## src/rtl/irq_capture_4.sv

```systemverilog
// Four-channel request capture: edge/level detection into a pending register,
// masking, and a registered highest-priority index over a valid/ready handshake.
module irq_capture_4 #(
    parameter bit EDGE_MODE = 1'b1
) (
    input  logic       clk,
    input  logic       rst,
    input  logic [3:0] req,
    input  logic [3:0] mask,
    input  logic [3:0] clr,
    output logic [3:0] pending,
    output logic       irq_valid,
    output logic [1:0] irq_id,
    input  logic       irq_ready
);

    logic [3:0] req_q;
    logic [3:0] set;
    logic [3:0] ack;
    logic [3:0] elig;
    logic [3:0] pending_nxt;
    logic [1:0] elig_id;
    logic       accept;
    logic       out_load;

    // NOTE: req_q deliberately has no reset branch; it must keep tracking req
    // during reset so a request held high through reset does not look like an edge.
    always_ff @(posedge clk) begin
        req_q <= req;
    end

    assign set = EDGE_MODE ? (req & ~req_q) : req;

    assign accept   = irq_valid & irq_ready;
    assign ack      = accept ? (4'b0001 << irq_id) : 4'b0000;
    assign out_load = ~irq_valid | accept;

    // clr dominates set, set dominates the acknowledge of the presented channel.
    assign pending_nxt = ((pending & ~ack) | set) & ~clr;

    // The channel being acknowledged this cycle is excluded so it is never
    // presented twice from a single pending event.
    assign elig = pending & mask & ~ack;

    // NOTE: elig_id gets its default before the loop; without it the
    // elig == 0 path would leave it unassigned and infer a latch.
    always_comb begin
        elig_id = 2'd0;
        for (int i = 0; i < 4; i++) begin
            if (elig[i]) begin
                elig_id = 2'(i);
            end
        end
    end

    // NOTE: all state here uses non-blocking assignments so every register
    // samples pre-edge values regardless of statement order.
    always_ff @(posedge clk) begin
        if (rst) begin
            pending   <= 4'b0000;
            irq_valid <= 1'b0;
            irq_id    <= 2'd0;
        end else begin
            pending <= pending_nxt;
            // A presented index is held until accepted, whatever mask/clr/req do.
            if (out_load) begin
                irq_valid <= |elig;
                irq_id    <= elig_id;
            end
        end
    end

endmodule
```

## config.mk

```make
export PLATFORM = sky130hd
export DESIGN_NAME = irq_capture_4
export DESIGN_NICKNAME = d
export VERILOG_FILES = /design/src/rtl/irq_capture_4.sv
export SDC_FILE = /design/constraint.sdc
export NUM_CORES = 1
export LEC_CHECK = 0
export BUFFER_PORTS_ARGS = -buffer_cell sky130_fd_sc_hd__buf_2
export CAP_MARGIN = 20
export CORE_AREA = 2 2 39 41
export DETAILED_ROUTE_END_ITERATION = 8
export DIE_AREA = 0 0 41 43
export HOLD_SLACK_MARGIN = 0.05
export PLACE_DENSITY_LB_ADDON = 0.08
export SLEW_MARGIN = 10
export SYNTH_ARGS = -nofsm -noshare
export SYNTH_HDL_FRONTEND = slang
export SYNTH_SLANG_ARGS = --single-unit
```

## constraint.sdc

```tcl
create_clock -name clk -period 2.5 [get_ports clk]
set_input_delay 0.5 -clock clk [delete_from_list [all_inputs] [get_ports clk]]
set_output_delay 0.5 -clock clk [all_outputs]
set_load 0.03 [all_outputs]
```

# Word-level counts from Yosys, hierarchy flattened
# Cells that the tools add are included.
[word_totals]
register_bits = 11
input_bits = 15
out_inout_bits = 7
elab_cells = 22
[op_classes]
n_shift = 1
muxes = 4
n_bitwise = 12
n_reduce_logical = 1
[ops]
columns = ["operator", "n"]
rows = [
  ["$and 4x4->4", 5],
  ["$not 4->4", 3],
  ["$mux 2", 2],
  ["$mux 4", 1],
  ["$or 4x4->4", 1],
  ["$reduce_or 4->1", 1],
  ["$shl 1x2->4 const A", 1],
  ["$and 1x1->1", 1],
  ["$mux 1", 1],
  ["$not 1->1", 1],
  ["$or 1x1->1", 1],
]

# Depth between registers and ports, before layout
[depth]
ltp_word = 7
depth_mapped = 4
ltp_nobuf = 4

# Least setup slack after synthesis
# No wires, ideal clock.
[synth_path]
kind = "reg-to-reg"
start = "register irq_id[1]"
end = "register irq_id[0]"
t_arrival_ns = 1.123
t_required_ns = 2.382
path_slack_ns = 1.259
path_stages_with_launch = 5
path_buffers = 0
synth_period_minus_slack_ns = 1.241
path_cell_list = "dfxtp_1 -> and3_2 -> o21ai_4 -> a41oi_2 -> nor3_2"
[synth_between]
elab_chain_len = 7
[synth_rtl]
columns = ["element", "line_no", "text"]
rows = [
  ["from (decl)", "13", "output logic [1:0] irq_id,"],
  ["from (signal assigned)", "68", "irq_id <= elig_id;"],
  ["$shl 1x2->4 *", "35", "assign ack = accept ? (4'b0001 << irq_id) : 4'b0000;"],
  ["$mux 4 *", "35", ""],
  ["$not 4->4 *", "43", "assign elig = pending & mask & ~ack;"],
  ["$and 4x4->4 *", "43", ""],
  ["$mux 1", "50", "if (elig[i]) begin"],
  ["$mux 2", "50", ""],
  ["$mux 2 *", "50", ""],
]
# Every way passes the cells marked *; elsewhere a longest branch is shown, timed or not.
# A chain may end at the register's enable or synchronous reset.

# Worst setup path after layout
[layout_path]
start = "register irq_id[0]"
end = "output irq_id[0]"
# No word-level cell between the ends.

==> flow_summary.json <==
{
  "finalHoldViolCount": 0,
  "r2r_start": "irq_id[0]",
  "holdBufCountCts": 0,
  "yosys.area.top_type": "dfxtp_1",
  "viasPerCell": 5.16,
  "p_per_area_nw_per_um2": 602,
  "dieHeight_um": 43,
  "hp-class": "in -> reg",
  "drtIter0Drc": 6,
  "cts_resized": 0,
  "fmax_mhz": 685,
  "initial_utilization_pct": 31.7,
  "cts_buffer_depth": 2,
  "drtPass1Iterations": 4,
  "cts_tree": "done",
  "fin_nets": 82,
  "syn_area_per_cell_um2": 10.7,
  "place.gp.congestion": 0.715,
  "syn_area_um2": 439,
  "die_w_um": 41,
  "worst_pin_slew_ns": 0.291,
  "min_from": "req[2]",
  "antenna_found_initial": 0,
  "drv_cap": 0,
  "ys_warn_count": 0,
  "whs_endpoint": "req_q[2]",
  "track_usage_pct": 12.6,
  "regToRegSetupSlack_ns": 1.39,
  "skew_ns": 0.00567,
  "setup_viol": 0,
  "dr_total_vias": 423,
  "grt_overflow": 0,
  "syn_inst": 41,
  "drtAntennaViolNets": 0,
  "synth_area_leaders": "dfxtp_1 50%, nor3_2 4.6%, nor2b_1 4.3%, nand4b_1 4.0%, a41oi_2 3.7%",
  "clkSlewWorstSetupHoldPaths_ns": 0.07,
  "drive_gt1_share_pct": 48.5,
  "rsz0062_at_grt": "false",
  "drcViolationCount": 0,
  "portBuffers": 21,
  "grt_max_degree": 9,
  "row_count": 14,
  "grt_pass1_vias": 372,
  "peakVddDrop_mv": 0.337,
  "synth_top_area_share_pct": 50.1,
  "num_antenna_cells": 0,
  "route.final.wire_length_um": 892,
  "path_class": "reg -> out",
  "worst-path-buf-inv": 1,
  "crit_chain": "buf_2",
  "drv_slew": 0,
  "max_slew_margin_pct": 80.4,
  "core_area_um2": 1380,
  "syn_nets": 56,
  "cts_sinks": 11,
  "critical_path.endpoint_type": "output port",
  "max_stage_delay_ns": 0.45,
  "place_area_um2": 564,
  "min_period_ns": 1.46,
  "htree_levels": 1,
  "power_leakage_nw": 0.260,
  "reg2reg_depth": 4,
  "fin_area_um2": 592,
  "wl_per_cell_um": 10.9,
  "ioPinCount": 22,
  "final.setup.tns_ns": 0,
  "start_kind": "flop",
  "syn_to_final_growth_pct": 34.8,
  "synth-seq-cells": 11,
  "cts-root-buf": "clkbuf_4",
  "dieArea_um2": 1760,
  "r2r_end": "irq_id[0]",
  "fillerInstances": 140,
  "clk_latency_ns": 0.27,
  "path_delay_family": "flip-flops",
  "post_cts_buffers": 0,
  "seq_area_frac_synth_pct": 50.1,
  "critPathArrivalTime_ns": 0.96,
  "yosysUniqueCellTypes": 20,
  "grt_pass1_wl_um": 1440,
  "whs_path_depth": 1,
  "cp_data_required_time_ns": 2.00,
  "cts_made_buffers": 3,
  "crit_slowest_cell": "dfxtp_1",
  "holdWs_ns": 0.333,
  "outcome": "finished clean",
  "period_share_pct": 58.4,
  "dp_hpwl_um": 716,
  "crit_fanout": 8
}
==> cells in the mapped netlist, drive strengths merged <==
library cell	n
o311ai	1
nand2b	2
dfxtp	11
nand4	1
nor2	2
nor3	5
nand4b	2
a211oi	1
a41oi	1
a21oi	3
o31ai	1
a31oi	1
nand3	2
nand2	2
nor2b	4
and3	1
o21ai	1
==> placed cells by master (no fill, tap or decap) <==
cell and count:
a211oi_1 1, a21oi_1 3, a31oi_1 1, a41oi_2 1, and3_2 1, buf_2 21, clkbuf_4 3, clkinv_2 1
dfxtp_1 11, nand2_1 2, nand2b_1 2, nand3_1 1, nand3_2 1, nand4_1 1, nand4b_1 2, nor2_1 2
nor2b_1 3, nor2b_4 1, nor3_1 3, nor3_2 2, o21ai_4 1, o311ai_0 1, o31ai_1 1
==> routing by layer <==
metal,track usage (%),vias to the layer above,share of wire (%)
met5,0,-,0
li1,-,204,-
met2,18.4,15,47
met4,10.0,0,1.1
met1,13.4,200,43
met3,5.24,4,8.0
==> worst max path at each step <==
| stage | startpoint | endpoint | slack (ns) | cells past startpoint |
|---|---|---|---|---|
| after CTS | irq_id[0] | irq_id[0] | 1.03 | 1 |
| after detailed placement | irq_ready | irq_id[0] | 1.23 | 5 |
| after global placement | irq_ready | irq_id[0] | 1.21 | 5 |
| after floorplan | irq_id[1] | irq_id[0] | 1.26 | 4 |
| after global routing | irq_id[0] | irq_id[0] | 0.98 | 1 |
| final | irq_id[0] | irq_id[0] | 1.04 | 1 |
==> cell families (layout without fill, tap and decap cells) <==
kind of cell | count (synthesis) | in the layout | synth area share (%)
AND/OR/NAND/NOR | 21 | 21 | 32.2
flip-flops | 11 | 11 | 50.1
AO/OA/AOI/OAI | 9 | 9 | 17.7
buffers and inverters | 0 | 25 | 0
==> power breakdown <==
part / leakage (nW) / internal (W) / switching, W
registers: 0.0908 / 0.000183 / 0.00000694
logic: 0.151 / 0.0000204 / 0.0000249
clock network: 0.0177 / 0.0000592 / 0.0000618
total: 0.260 / 0.000263 / 0.0000936
==> flip-flops by register name (all words and copies together) (netlist names) <==
name       count
pending        4
req_q          4
irq_id         2
irq_valid      1
==> stage by stage <==
step                setup WS (ns)  total power, W  utilization [%]  cells
floorplan                    1.26        0.000218                -     41
global placement             1.21        0.000240             40.8     78
detailed placement           1.23        0.000240             40.8     78
CTS                          1.03        0.000363             42.8     82
global route                0.982        0.000375             42.8     82
finish                       1.04        0.000357             42.8     82
==> final cells by class <==
type                            count  area, µm²  area share (%)
Clock inverter                      1       5.00           0.846
Timing Repair Buffer               21        105            17.8
Clock buffer                        3       22.5            3.81
Multi-Input combinational cell     30        219            37.0
Tap cell                           16       20.0            3.38
Sequential cell                    11        220            37.2
No activity file was read; power rests on OpenSTA's default activity.
